`src/rtl/mips_pkg.sv`:
```
// rtl/mips_pkg.sv - shared MIPS memory-stage constants, FSM encoding and access-size helpers
// Purpose : opcode constants for loads/stores, the M-stage FSM state type,
//           the access-size enum and small decode helpers used by mem_stage/mem_align.
// Ports   : none (package)
package mips_pkg;

  localparam int DW = 32;

  localparam logic [5:0] OP_LB  = 6'b100000;
  localparam logic [5:0] OP_LH  = 6'b100001;
  localparam logic [5:0] OP_LW  = 6'b100011;
  localparam logic [5:0] OP_LBU = 6'b100100;
  localparam logic [5:0] OP_LHU = 6'b100101;
  localparam logic [5:0] OP_SB  = 6'b101000;
  localparam logic [5:0] OP_SH  = 6'b101001;
  localparam logic [5:0] OP_SW  = 6'b101011;

  typedef enum logic {
    ST_IDLE = 1'b0,
    ST_WAIT = 1'b1
  } mem_state_e;

  typedef enum logic [1:0] {
    SZ_NONE = 2'd0,
    SZ_BYTE = 2'd1,
    SZ_HALF = 2'd2,
    SZ_WORD = 2'd3
  } acc_size_e;

  // SZ_NONE doubles as "not a memory op".
  function automatic acc_size_e op_size(input logic [5:0] op);
    case (op)
      OP_LB, OP_LBU, OP_SB: op_size = SZ_BYTE;
      OP_LH, OP_LHU, OP_SH: op_size = SZ_HALF;
      OP_LW, OP_SW:         op_size = SZ_WORD;
      default:              op_size = SZ_NONE;
    endcase
  endfunction

  function automatic logic op_is_load(input logic [5:0] op);
    op_is_load = (op == OP_LB) || (op == OP_LH) || (op == OP_LW) ||
                 (op == OP_LBU) || (op == OP_LHU);
  endfunction

  function automatic logic op_signed(input logic [5:0] op);
    op_signed = (op == OP_LB) || (op == OP_LH);
  endfunction

endpackage

```
`src/rtl/mem_align.sv`:
```
// rtl/mem_align.sv - store lane/byte-enable generation and load extract/extend
// Purpose : purely combinational big-endian lane handling (byte 0 = bits 31:24).
// Ports   : size, sign_ext, addr_lo (in)  - access size, extend mode, address[1:0]
//           st_data, ld_raw (in)          - rt store value, raw memory read word
//           be, wdata (out)               - byte enables and replicated store data
//           ld_data (out)                 - aligned, extended load result
module mem_align
  import mips_pkg::*;
(
  input  acc_size_e   size,
  input  logic        sign_ext,
  input  logic [1:0]  addr_lo,
  input  logic [31:0] st_data,
  input  logic [31:0] ld_raw,
  output logic [3:0]  be,
  output logic [31:0] wdata,
  output logic [31:0] ld_data
);

  logic [7:0]  byte_v;
  logic [15:0] half_v;

  always_comb begin
    byte_v = ld_raw[31:24];
    case (addr_lo)
      2'd1:    byte_v = ld_raw[23:16];
      2'd2:    byte_v = ld_raw[15:8];
      2'd3:    byte_v = ld_raw[7:0];
      default: byte_v = ld_raw[31:24];
    endcase
    half_v = addr_lo[1] ? ld_raw[15:0] : ld_raw[31:16];
  end

  always_comb begin
    be      = 4'b0000;
    wdata   = 32'h0;
    ld_data = 32'h0;
    case (size)
      SZ_BYTE: begin
        be      = 4'b1000 >> addr_lo;
        wdata   = {4{st_data[7:0]}};
        ld_data = {{24{sign_ext & byte_v[7]}}, byte_v};
      end
      SZ_HALF: begin
        be      = addr_lo[1] ? 4'b0011 : 4'b1100;
        wdata   = {2{st_data[15:0]}};
        ld_data = {{16{sign_ext & half_v[15]}}, half_v};
      end
      SZ_WORD: begin
        be      = 4'b1111;
        wdata   = st_data;
        ld_data = ld_raw;
      end
      default: ;
    endcase
  end

endmodule

```
`src/rtl/mem_stage.sv`:
```
// rtl/mem_stage.sv - MIPS memory stage: X/M register, req/ack data-memory FSM, M/W register
// Purpose : holds the instruction leaving execute, performs aligned loads/stores on the
//           req/ack port, stalls upstream while an access is outstanding, drives writeback.
// Ports   : clock, reset (in)                     - clock, synchronous active-high reset
//           x_valid, x_o, x_b, x_insn, x_aluop,
//           x_dmwe, x_rwe, x_rdst, x_rwd (in)     - execute-stage outputs
//           stall (out)                           - upstream must hold this cycle
//           dm_req, dm_we, dm_addr, dm_be,
//           dm_wdata (out); dm_ack, dm_rdata (in) - data-memory port
//           w_o, w_d, w_insn, w_aluop, w_rwe,
//           w_rdst, w_rwd, w_misalign (out)       - M/W register to writeback
module mem_stage
  import mips_pkg::*;
(
  input  logic        clock,
  input  logic        reset,
  input  logic        x_valid,
  input  logic [31:0] x_o,
  input  logic [31:0] x_b,
  input  logic [31:0] x_insn,
  input  logic [5:0]  x_aluop,
  input  logic        x_dmwe,
  input  logic        x_rwe,
  input  logic        x_rdst,
  input  logic        x_rwd,
  output logic        stall,
  output logic        dm_req,
  output logic        dm_we,
  output logic [31:0] dm_addr,
  output logic [3:0]  dm_be,
  output logic [31:0] dm_wdata,
  input  logic        dm_ack,
  input  logic [31:0] dm_rdata,
  output logic [31:0] w_o,
  output logic [31:0] w_d,
  output logic [31:0] w_insn,
  output logic [5:0]  w_aluop,
  output logic        w_rwe,
  output logic        w_rdst,
  output logic        w_rwd,
  output logic        w_misalign
);

  mem_state_e  state_q, state_d;

  logic [31:0] m_o_q, m_o_d, m_b_q, m_b_d, m_insn_q, m_insn_d;
  logic [5:0]  m_aluop_q, m_aluop_d;
  logic        m_dmwe_q, m_dmwe_d, m_rwe_q, m_rwe_d, m_rdst_q, m_rdst_d, m_rwd_q, m_rwd_d;

  logic [31:0] w_o_q, w_o_d, w_d_q, w_d_d, w_insn_q, w_insn_d;
  logic [5:0]  w_aluop_q, w_aluop_d;
  logic        w_rwe_q, w_rwe_d, w_rdst_q, w_rdst_d, w_rwd_q, w_rwd_d, w_mis_q, w_mis_d;

  logic [5:0]  m_op;
  acc_size_e   m_size;
  logic        m_aligned, m_issue, m_misalign;
  logic [3:0]  al_be;
  logic [31:0] al_wdata, al_ld;

  assign m_op   = m_insn_q[31:26];
  assign m_size = op_size(m_op);

  always_comb begin
    m_aligned = 1'b1;
    if (m_size == SZ_HALF) m_aligned = ~m_o_q[0];
    if (m_size == SZ_WORD) m_aligned = (m_o_q[1:0] == 2'b00);
  end

  assign m_issue    = (m_size != SZ_NONE) &&  m_aligned;
  assign m_misalign = (m_size != SZ_NONE) && !m_aligned;

  mem_align u_align (
    .size     (m_size),
    .sign_ext (op_signed(m_op)),
    .addr_lo  (m_o_q[1:0]),
    .st_data  (m_b_q),
    .ld_raw   (dm_rdata),
    .be       (al_be),
    .wdata    (al_wdata),
    .ld_data  (al_ld)
  );

  // M is frozen while waiting, so the request fields stay stable in WAIT
  // simply by being decoded from M.
  always_comb begin
    state_d = state_q;
    dm_req  = 1'b0;
    case (state_q)
      ST_IDLE: begin
        if (m_issue) begin
          dm_req = 1'b1;
          if (!dm_ack) state_d = ST_WAIT;
        end
      end
      ST_WAIT: begin
        dm_req = 1'b1;
        if (dm_ack) state_d = ST_IDLE;
      end
      default: state_d = ST_IDLE;
    endcase
  end

  assign stall    = dm_req & ~dm_ack;
  assign dm_we    = dm_req & m_dmwe_q;
  assign dm_addr  = {m_o_q[31:2], 2'b00};
  assign dm_be    = dm_req ? al_be : 4'b0000;
  assign dm_wdata = dm_we ? al_wdata : 32'h0;

  always_comb begin
    m_o_d     = m_o_q;
    m_b_d     = m_b_q;
    m_insn_d  = m_insn_q;
    m_aluop_d = m_aluop_q;
    m_dmwe_d  = m_dmwe_q;
    m_rwe_d   = m_rwe_q;
    m_rdst_d  = m_rdst_q;
    m_rwd_d   = m_rwd_q;
    if (!stall) begin
      // A bubble is an all-zero M entry; opcode 0 is never a memory op.
      m_o_d     = x_valid ? x_o     : 32'h0;
      m_b_d     = x_valid ? x_b     : 32'h0;
      m_insn_d  = x_valid ? x_insn  : 32'h0;
      m_aluop_d = x_valid ? x_aluop : 6'h0;
      m_dmwe_d  = x_valid & x_dmwe;
      m_rwe_d   = x_valid & x_rwe;
      m_rdst_d  = x_valid & x_rdst;
      m_rwd_d   = x_valid & x_rwd;
    end
  end

  always_comb begin
    w_o_d     = 32'h0;
    w_d_d     = 32'h0;
    w_insn_d  = 32'h0;
    w_aluop_d = 6'h0;
    w_rwe_d   = 1'b0;
    w_rdst_d  = 1'b0;
    w_rwd_d   = 1'b0;
    w_mis_d   = 1'b0;
    if (!stall) begin
      w_o_d     = m_o_q;
      w_insn_d  = m_insn_q;
      w_aluop_d = m_aluop_q;
      w_rdst_d  = m_rdst_q;
      w_rwd_d   = m_rwd_q;
      if (m_misalign) begin
        w_mis_d = 1'b1;
      end else begin
        w_rwe_d = m_rwe_q;
        if (op_is_load(m_op)) w_d_d = al_ld;
      end
    end
  end

  always_ff @(posedge clock) begin
    if (reset) begin
      state_q   <= ST_IDLE;
      m_o_q     <= '0;
      m_b_q     <= '0;
      m_insn_q  <= '0;
      m_aluop_q <= '0;
      m_dmwe_q  <= 1'b0;
      m_rwe_q   <= 1'b0;
      m_rdst_q  <= 1'b0;
      m_rwd_q   <= 1'b0;
      w_o_q     <= '0;
      w_d_q     <= '0;
      w_insn_q  <= '0;
      w_aluop_q <= '0;
      w_rwe_q   <= 1'b0;
      w_rdst_q  <= 1'b0;
      w_rwd_q   <= 1'b0;
      w_mis_q   <= 1'b0;
    end else begin
      state_q   <= state_d;
      m_o_q     <= m_o_d;
      m_b_q     <= m_b_d;
      m_insn_q  <= m_insn_d;
      m_aluop_q <= m_aluop_d;
      m_dmwe_q  <= m_dmwe_d;
      m_rwe_q   <= m_rwe_d;
      m_rdst_q  <= m_rdst_d;
      m_rwd_q   <= m_rwd_d;
      w_o_q     <= w_o_d;
      w_d_q     <= w_d_d;
      w_insn_q  <= w_insn_d;
      w_aluop_q <= w_aluop_d;
      w_rwe_q   <= w_rwe_d;
      w_rdst_q  <= w_rdst_d;
      w_rwd_q   <= w_rwd_d;
      w_mis_q   <= w_mis_d;
    end
  end

  assign w_o        = w_o_q;
  assign w_d        = w_d_q;
  assign w_insn     = w_insn_q;
  assign w_aluop    = w_aluop_q;
  assign w_rwe      = w_rwe_q;
  assign w_rdst     = w_rdst_q;
  assign w_rwd      = w_rwd_q;
  assign w_misalign = w_mis_q;

endmodule

```
`config.mk`:
```
export PLATFORM = sky130hd
export DESIGN_NAME = mem_stage
export DESIGN_NICKNAME = d
export VERILOG_FILES = /design/src/rtl/mips_pkg.sv /design/src/rtl/mem_align.sv /design/src/rtl/mem_stage.sv
export SDC_FILE = /design/constraint.sdc
export NUM_CORES = 1
export LEC_CHECK = 0
export CELL_PAD_IN_SITES_DETAIL_PLACEMENT = 1
export CELL_PAD_IN_SITES_GLOBAL_PLACEMENT = 2
export CORE_MARGIN = 4
export CORE_UTILIZATION = 26
export DETAILED_ROUTE_END_ITERATION = 12
export PLACE_DENSITY = 0.8
export SYNTH_ARGS = -nofsm -noshare
export SYNTH_HDL_FRONTEND = slang
export SYNTH_SLANG_ARGS = --single-unit
```
`constraint.sdc`:
```
create_clock -name clock -period 2.3 [get_ports clock]
set_input_delay 0.23 -clock clock [delete_from_list [all_inputs] [get_ports clock]]
set_output_delay 0.23 -clock clock [all_outputs]
set_load 0.1 [all_outputs]
```
-- Word level (Yosys, flattened, before mapping)
Index checks and enable logic that the tools add are counted.
- bitwise logic cells: 12
- equality and inequality tests: 14
- reductions and logical operators: 15
- muxes and demuxes: 21
- shift operators: 1
- operator list (kind ; count):
    $pmux W32 S3 ; 2
    $mux W32 ; 4
    $eq A6 B6 Y1 const B ; 8
    $pmux W8 S3 ; 1
    $mux W16 ; 1
    $pmux W4 S3 ; 1
    $reduce_or A3 Y1 ; 3
    $and A1 B1 Y1 ; 8
    $eq A2 B2 Y1 const B ; 4
    $mux W4 ; 2
    $mux W1 ; 6
    $mux W6 ; 1
    $pmux W2 S3 ; 1
    $eq A2 B1 Y1 const B ; 2
    $logic_or A1 B1 Y1 ; 4
    $not A1 Y1 ; 4
    $pmux W1 S2 ; 2
    $reduce_or A2 Y1 ; 2
    $reduce_or A4 Y1 ; 1
    $shr A4 B2 Y4 const A ; 1
    $logic_and A1 B1 Y1 ; 2
    $logic_not A2 Y1 ; 1
    $reduce_bool A2 Y1 ; 1
    $logic_not A1 Y1 ; 1
- input port bits: 142
- flip-flop bits (word level): 213

-- Logic depth before layout (Yosys ltp)
Gate-level depths: netlist of run 1.
- word-level depth: 11
- depth in mapped cells: 9
- mapped depth without buffers: 5

-- By module
Synthesis of run 1 repeated with hierarchy kept, for this count alone.
- cell total of the unflattened synthesis: 1049
- area total of the unflattened synthesis: 9320.2 um^2
- modules (own cells, without submodules) (module ; cells an instance ; sequential area each (um^2) ; area each (um^2) ; instances):
    mem_stage ; 857 ; 4264.1 ; 8037.7 ; 1
    mem_align ; 192 ; 0.0 ; 1282.5 ; 1

-- Worst setup path after synthesis of run 1
OpenSTA, ideal clock, no wires.
- kind: register to output
- start point: reg m_insn_q[28]
- end point: out dm_wdata[31]
- buffers on the path: 2
- arrival time: 3.566 ns
- path slack: -1.496 ns
- stages on the path, launching flop included: 7
- path through: dfxtp_1 buf_6 nand4bb_1 nor2_1 clkbuf_1 a22oi_1 a211oi_1
- longest elaborated chain between the ends: 11
- elaborated cells between the ends (all ways): 24
- those cells by class: 11 x eq/ne; 7 x mux; 1 x bitwise; 5 x reduce/logical
- RTL lines (what ; line ; source):
    start: declaration ; mem_stage.sv:46 ; logic [31:0] m_o_q, m_o_d, m_b_q, m_b_d, m_insn_q, m_insn_d;
    start signal: assignment ; mem_stage.sv:178 ; m_insn_q <= m_insn_d;
    $eq A6 B6 Y1 ; mips_pkg.sv:32 ; case (op)
    $reduce_or A3 Y1 or $reduce_or A2 Y1 (tied branches) ; mips_pkg.sv:32 ;
    $pmux W2 S3 (*) ; mips_pkg.sv:32 ;
    $eq A2 B2 Y1 ; mem_align.sv:38, mem_stage.sv:65 ;
    $mux W1 ; mem_stage.sv:65 ; if (m_size == SZ_HALF) m_aligned = ~m_o_q[0];
    $mux W1 ; mem_stage.sv:66 ; if (m_size == SZ_WORD) m_aligned = (m_o_q[1:0] == 2'b00);
    $logic_and A1 B1 Y1 ; mem_stage.sv:69 ; assign m_issue = (m_size != SZ_NONE) && m_aligned;
    $mux W1 ; mem_stage.sv:90 ; if (m_issue) begin
    $pmux W1 S2 ; mem_stage.sv:88 ; case (state_q)
    $and A1 B1 Y1 ; mem_stage.sv:104 ; assign dm_we = dm_req & m_dmwe_q;
    $mux W32 (*) ; mem_stage.sv:107 ; assign dm_wdata = dm_we ? al_wdata : 32'h0;
    end: declaration ; mem_stage.sv:31 ; output logic [31:0] dm_wdata,
Mark *: on every way between the ends. The rest lies on a longest branch, timed or not.

-- Worst setup path after layout of run 1
- start point: reg m_insn_q[30]
- end point: out dm_wdata[21]
The elaborated chain is that of the path after synthesis.

==> results of run 1 <==
flip-flops by register name, indices dropped and copies added (netlist names):
register and flops:
m_aluop_q 6, m_b_q 32, m_dmwe_q 1, m_insn_q 32, m_o_q 32, m_rdst_q 1
m_rwd_q 1, m_rwe_q 1, state_q 1, w_aluop 6, w_d 32, w_insn 32
w_misalign 1, w_o 32, w_rdst 1, w_rwd 1, w_rwe 1
kinds of logic after synthesis:
family                 after synthesis  synth area share (%)
AOI/OAI and AO/OA                  235                  15.7
muxes                                3                 0.334
buffers and inverters              158                  8.62
and+or+nand+nor                    488                  29.8
DFF                                213                  45.5
other                                1                0.0400
power by group through the flow:
stage	registers [mW]	logic, mW	clock network [mW]
3_3_place_gp	3.97	1.44	0
5_1_grt	3.91	1.61	4.44
4_1_cts	3.90	1.49	4.26
2_1_floorplan	4.23	0.654	0
6_report	3.90	1.52	4.13
3_5_place_dp	3.97	1.45	0
stage by stage:
stage,util (%),power (mW),setup WS [ps]
6_report,41.0,9.55,-183
5_1_grt,41.0,9.96,-254
4_1_cts,40.3,9.65,-189
3_5_place_dp,36.5,5.42,-73.4
3_3_place_gp,36.5,5.41,1.77
2_1_floorplan,-,4.88,-427
metal layers:
metal	share of wire (%)	global-route usage, %	vias to the layer above
met5	0.19	0	-
met4	3.0	4.46	12
met3	8.9	6.21	78
met2	48	29.7	275
met1	40	22.1	4340
li1	-	-	4364
path summary, 6_finish.rpt:
kind,startpoint,endpoint,slack (ps),cells after the start
setup / recovery,m_insn_q[30],dm_wdata[21],-180,8
setup reg to reg,m_insn_q[30],w_insn[17],70,10
hold reg to reg,m_insn_q[14],w_insn[14],450,1
hold / removal,x_valid,m_b_q[25],180,4
cells in the final DEF (no fill, tap or decap), drive strengths merged, types with 3 or more instances in the layout:
cell / n
buf: 254
dfxtp: 213
clkdlybuf4s50: 139
o21ai: 130
nand2: 129
or4: 98
nand2b: 96
and2: 71
nor2: 34
clkbuf: 34
a211oi: 27
a22oi: 21
nand3: 17
inv: 15
o31ai: 14
nor3: 13
nand4: 10
nor2b: 10
clkinv: 10
o2bb2ai: 8
a311oi: 8
a21boi: 7
a32o: 6
a21oi: 5
nor4: 3
repair_timing:
item / 4_1_cts / 5_1_grt
buffers inserted: 10 / 19
endpoints found under the setup margin: 38 / 117
pin swaps: 18 / 24
cloned: 1 / 1
hold buffers: 0 / 0
resized for setup: 88 / 32
worst reg2reg max path, cell delays in order, from the launching register on:
cell     delay (ps)
dfxtp_2         360
buf_6           120
nor2b_4          50
buf_6           120
buf_6           120
a32o_4          340
buf_4           200
buf_12          180
nor3_4          150
buf_12          270
and2_1          250
area by class of cell:
cell class	count	area [um^2]	area share (%)
multi-input combinational	728	4760	32.6
sequential	213	4290	29.4
timing repair buffer	394	4020	27.5
clock buffer	34	742	5.09
tap	461	577	3.96
clock inverter	12	113	0.772
inverter	16	78.8	0.540
timing repair inverter	1	8.76	0.0601
antenna	1	2.50	0.0172
==> impl_metrics.tcl, run 1 <==
set metrics [dict create \
    ir_drop_v 0.000548 \
    synth-edff-count 0 \
    yosysMostFrequentCell "dfxtp_1" \
    wl_um 37800 \
    synthArstFlopShare_pct 0 \
    rsz0062_at_grt "true" \
    fin_cells 1860 \
    status "complete, but fails checks" \
    layout-drive-gt1-share_pct 27.5 \
    seqPwrFrac_pct 40.8 \
    cts_max_level 1 \
    syn_inst 1098 \
    finalMaxSlewViolations 0 \
    vias 9069 \
    groute.usage.overall_pct 17.8 \
    crit_path_max_incr_delay_ps 360 \
    dp_hpwl_um 25600 \
    drc 0 \
    wire_per_inst_um 20.3 \
    critPathArrivalTime_ps 2250 \
    synth_common_cells "dfxtp_1, nand2_1, o21ai_0" \
    ant_nets 0 \
    nets 1522 \
    max_freq_ghz 0.403 \
    numPortBuffers 316 \
    yosysWarnings 0 \
    fillCellCount 4052 \
    core_area_mm2 0.0356 \
    crit_buf_inv 4 \
    synth.area.top_cells "dfxtp_1, or4_1, nand2b_1" \
    skew_ps 16.2 \
    antenna_found_initial 7 \
    place_area_mm2 0.0130 \
    ys.flop_type "dfxtp_1" \
    chipHeight_um 198 \
    tightest_slew_ps 630 \
    period_share_pct 108 \
    hold-worst-slack_ps 184 \
    pwr-share-comb_pct 15.9 \
    cts_root_buffer "clkbuf_16" \
    clkPwrFrac_pct 43.3 \
    clk_latency_ps 540 \
    synth.distinct_cells 50 \
    setup_slack_ps -183 \
    min_period_ps 2480 \
    synth_top_cell_by_area "dfxtp_1" \
    dieArea_mm2 0.0391 \
    path_class "reg2out" \
    finalSetupViolCount 34 \
    place_congestion 0.780 \
    cts.clk_slew.worst_paths_ps 70 \
    cts_sinks 213 \
    core.rowCount 69 \
    hold_violations 0 \
    placed_cells 1783 \
    first_pass_iters 4 \
    grt-ovfl-total 0 \
    crit_required_ps 2070 \
    design_area_mm2 0.0146 \
    cts_max_path_buffers 3 \
    syn_to_final_growth_pct 55.7 \
    cpLargestDelayFamily "compound AO/OA/AOI/OAI gates" \
    synth_seq_area_share_pct 45.5 \
    vias_per_cell 4.88 \
    grt_pass1_wl_um 55600 \
    finalSetupTns_ps -4660 \
    slowest_stage "dfxtp_2" \
    io_pins 319 \
    avgSynthCellArea_um2 8.53 \
    p_leak_nw 5.48 \
    maxCapViolCount 0 \
    grt_pass1_vias 9241 \
    crit_path_end_kind "output port" \
    dieWidth_um 198 \
    cp_cell_sequence "buf_6 -> nor2b_4 -> buf_6 -> a31o_4 -> o21ai_4 -> inv_2 -> a32o_2 -> buf_12" \
    violations "negative setup slack" \
    cts_buffers 26 \
    cts_tree "built" \
    power.switching_mw 2.71 \
    hold_path_class "in2reg" \
    intPower_mw 6.84 \
    synth_top_area_share_pct 45.5 \
    start_util_pct 26.3 \
    slew_headroom_pct 58.0 \
    drtIter0Drc 349 \
    swShare_pct 28.3 \
    power_density_mw_per_mm2 655 \
    start_kind "flop" \
    crit_fanout 5 \
    grt_max_degree 75 \
    critical_path.most_common_cell "buf_6" \
    synth_area_mm2 0.00936 \
    ys_ff_latch 213 \
]
Power figures use the tool's default switching activity.
==> run 2: changes to the inputs <==
- ABC_CLOCK_PERIOD_IN_PS: not set -> 2300
==> results of run 2 <==
The final DEF is identical to that of run 1; final timing and power are the same.
==> run 3: changes to the inputs <==
- CTS_CLUSTER_DIAMETER: not set -> 200
- GPL_ROUTABILITY_DRIVEN: not set -> 0
==> results of run 3 <==
The final DEF is identical to that of run 1; final timing and power are the same.
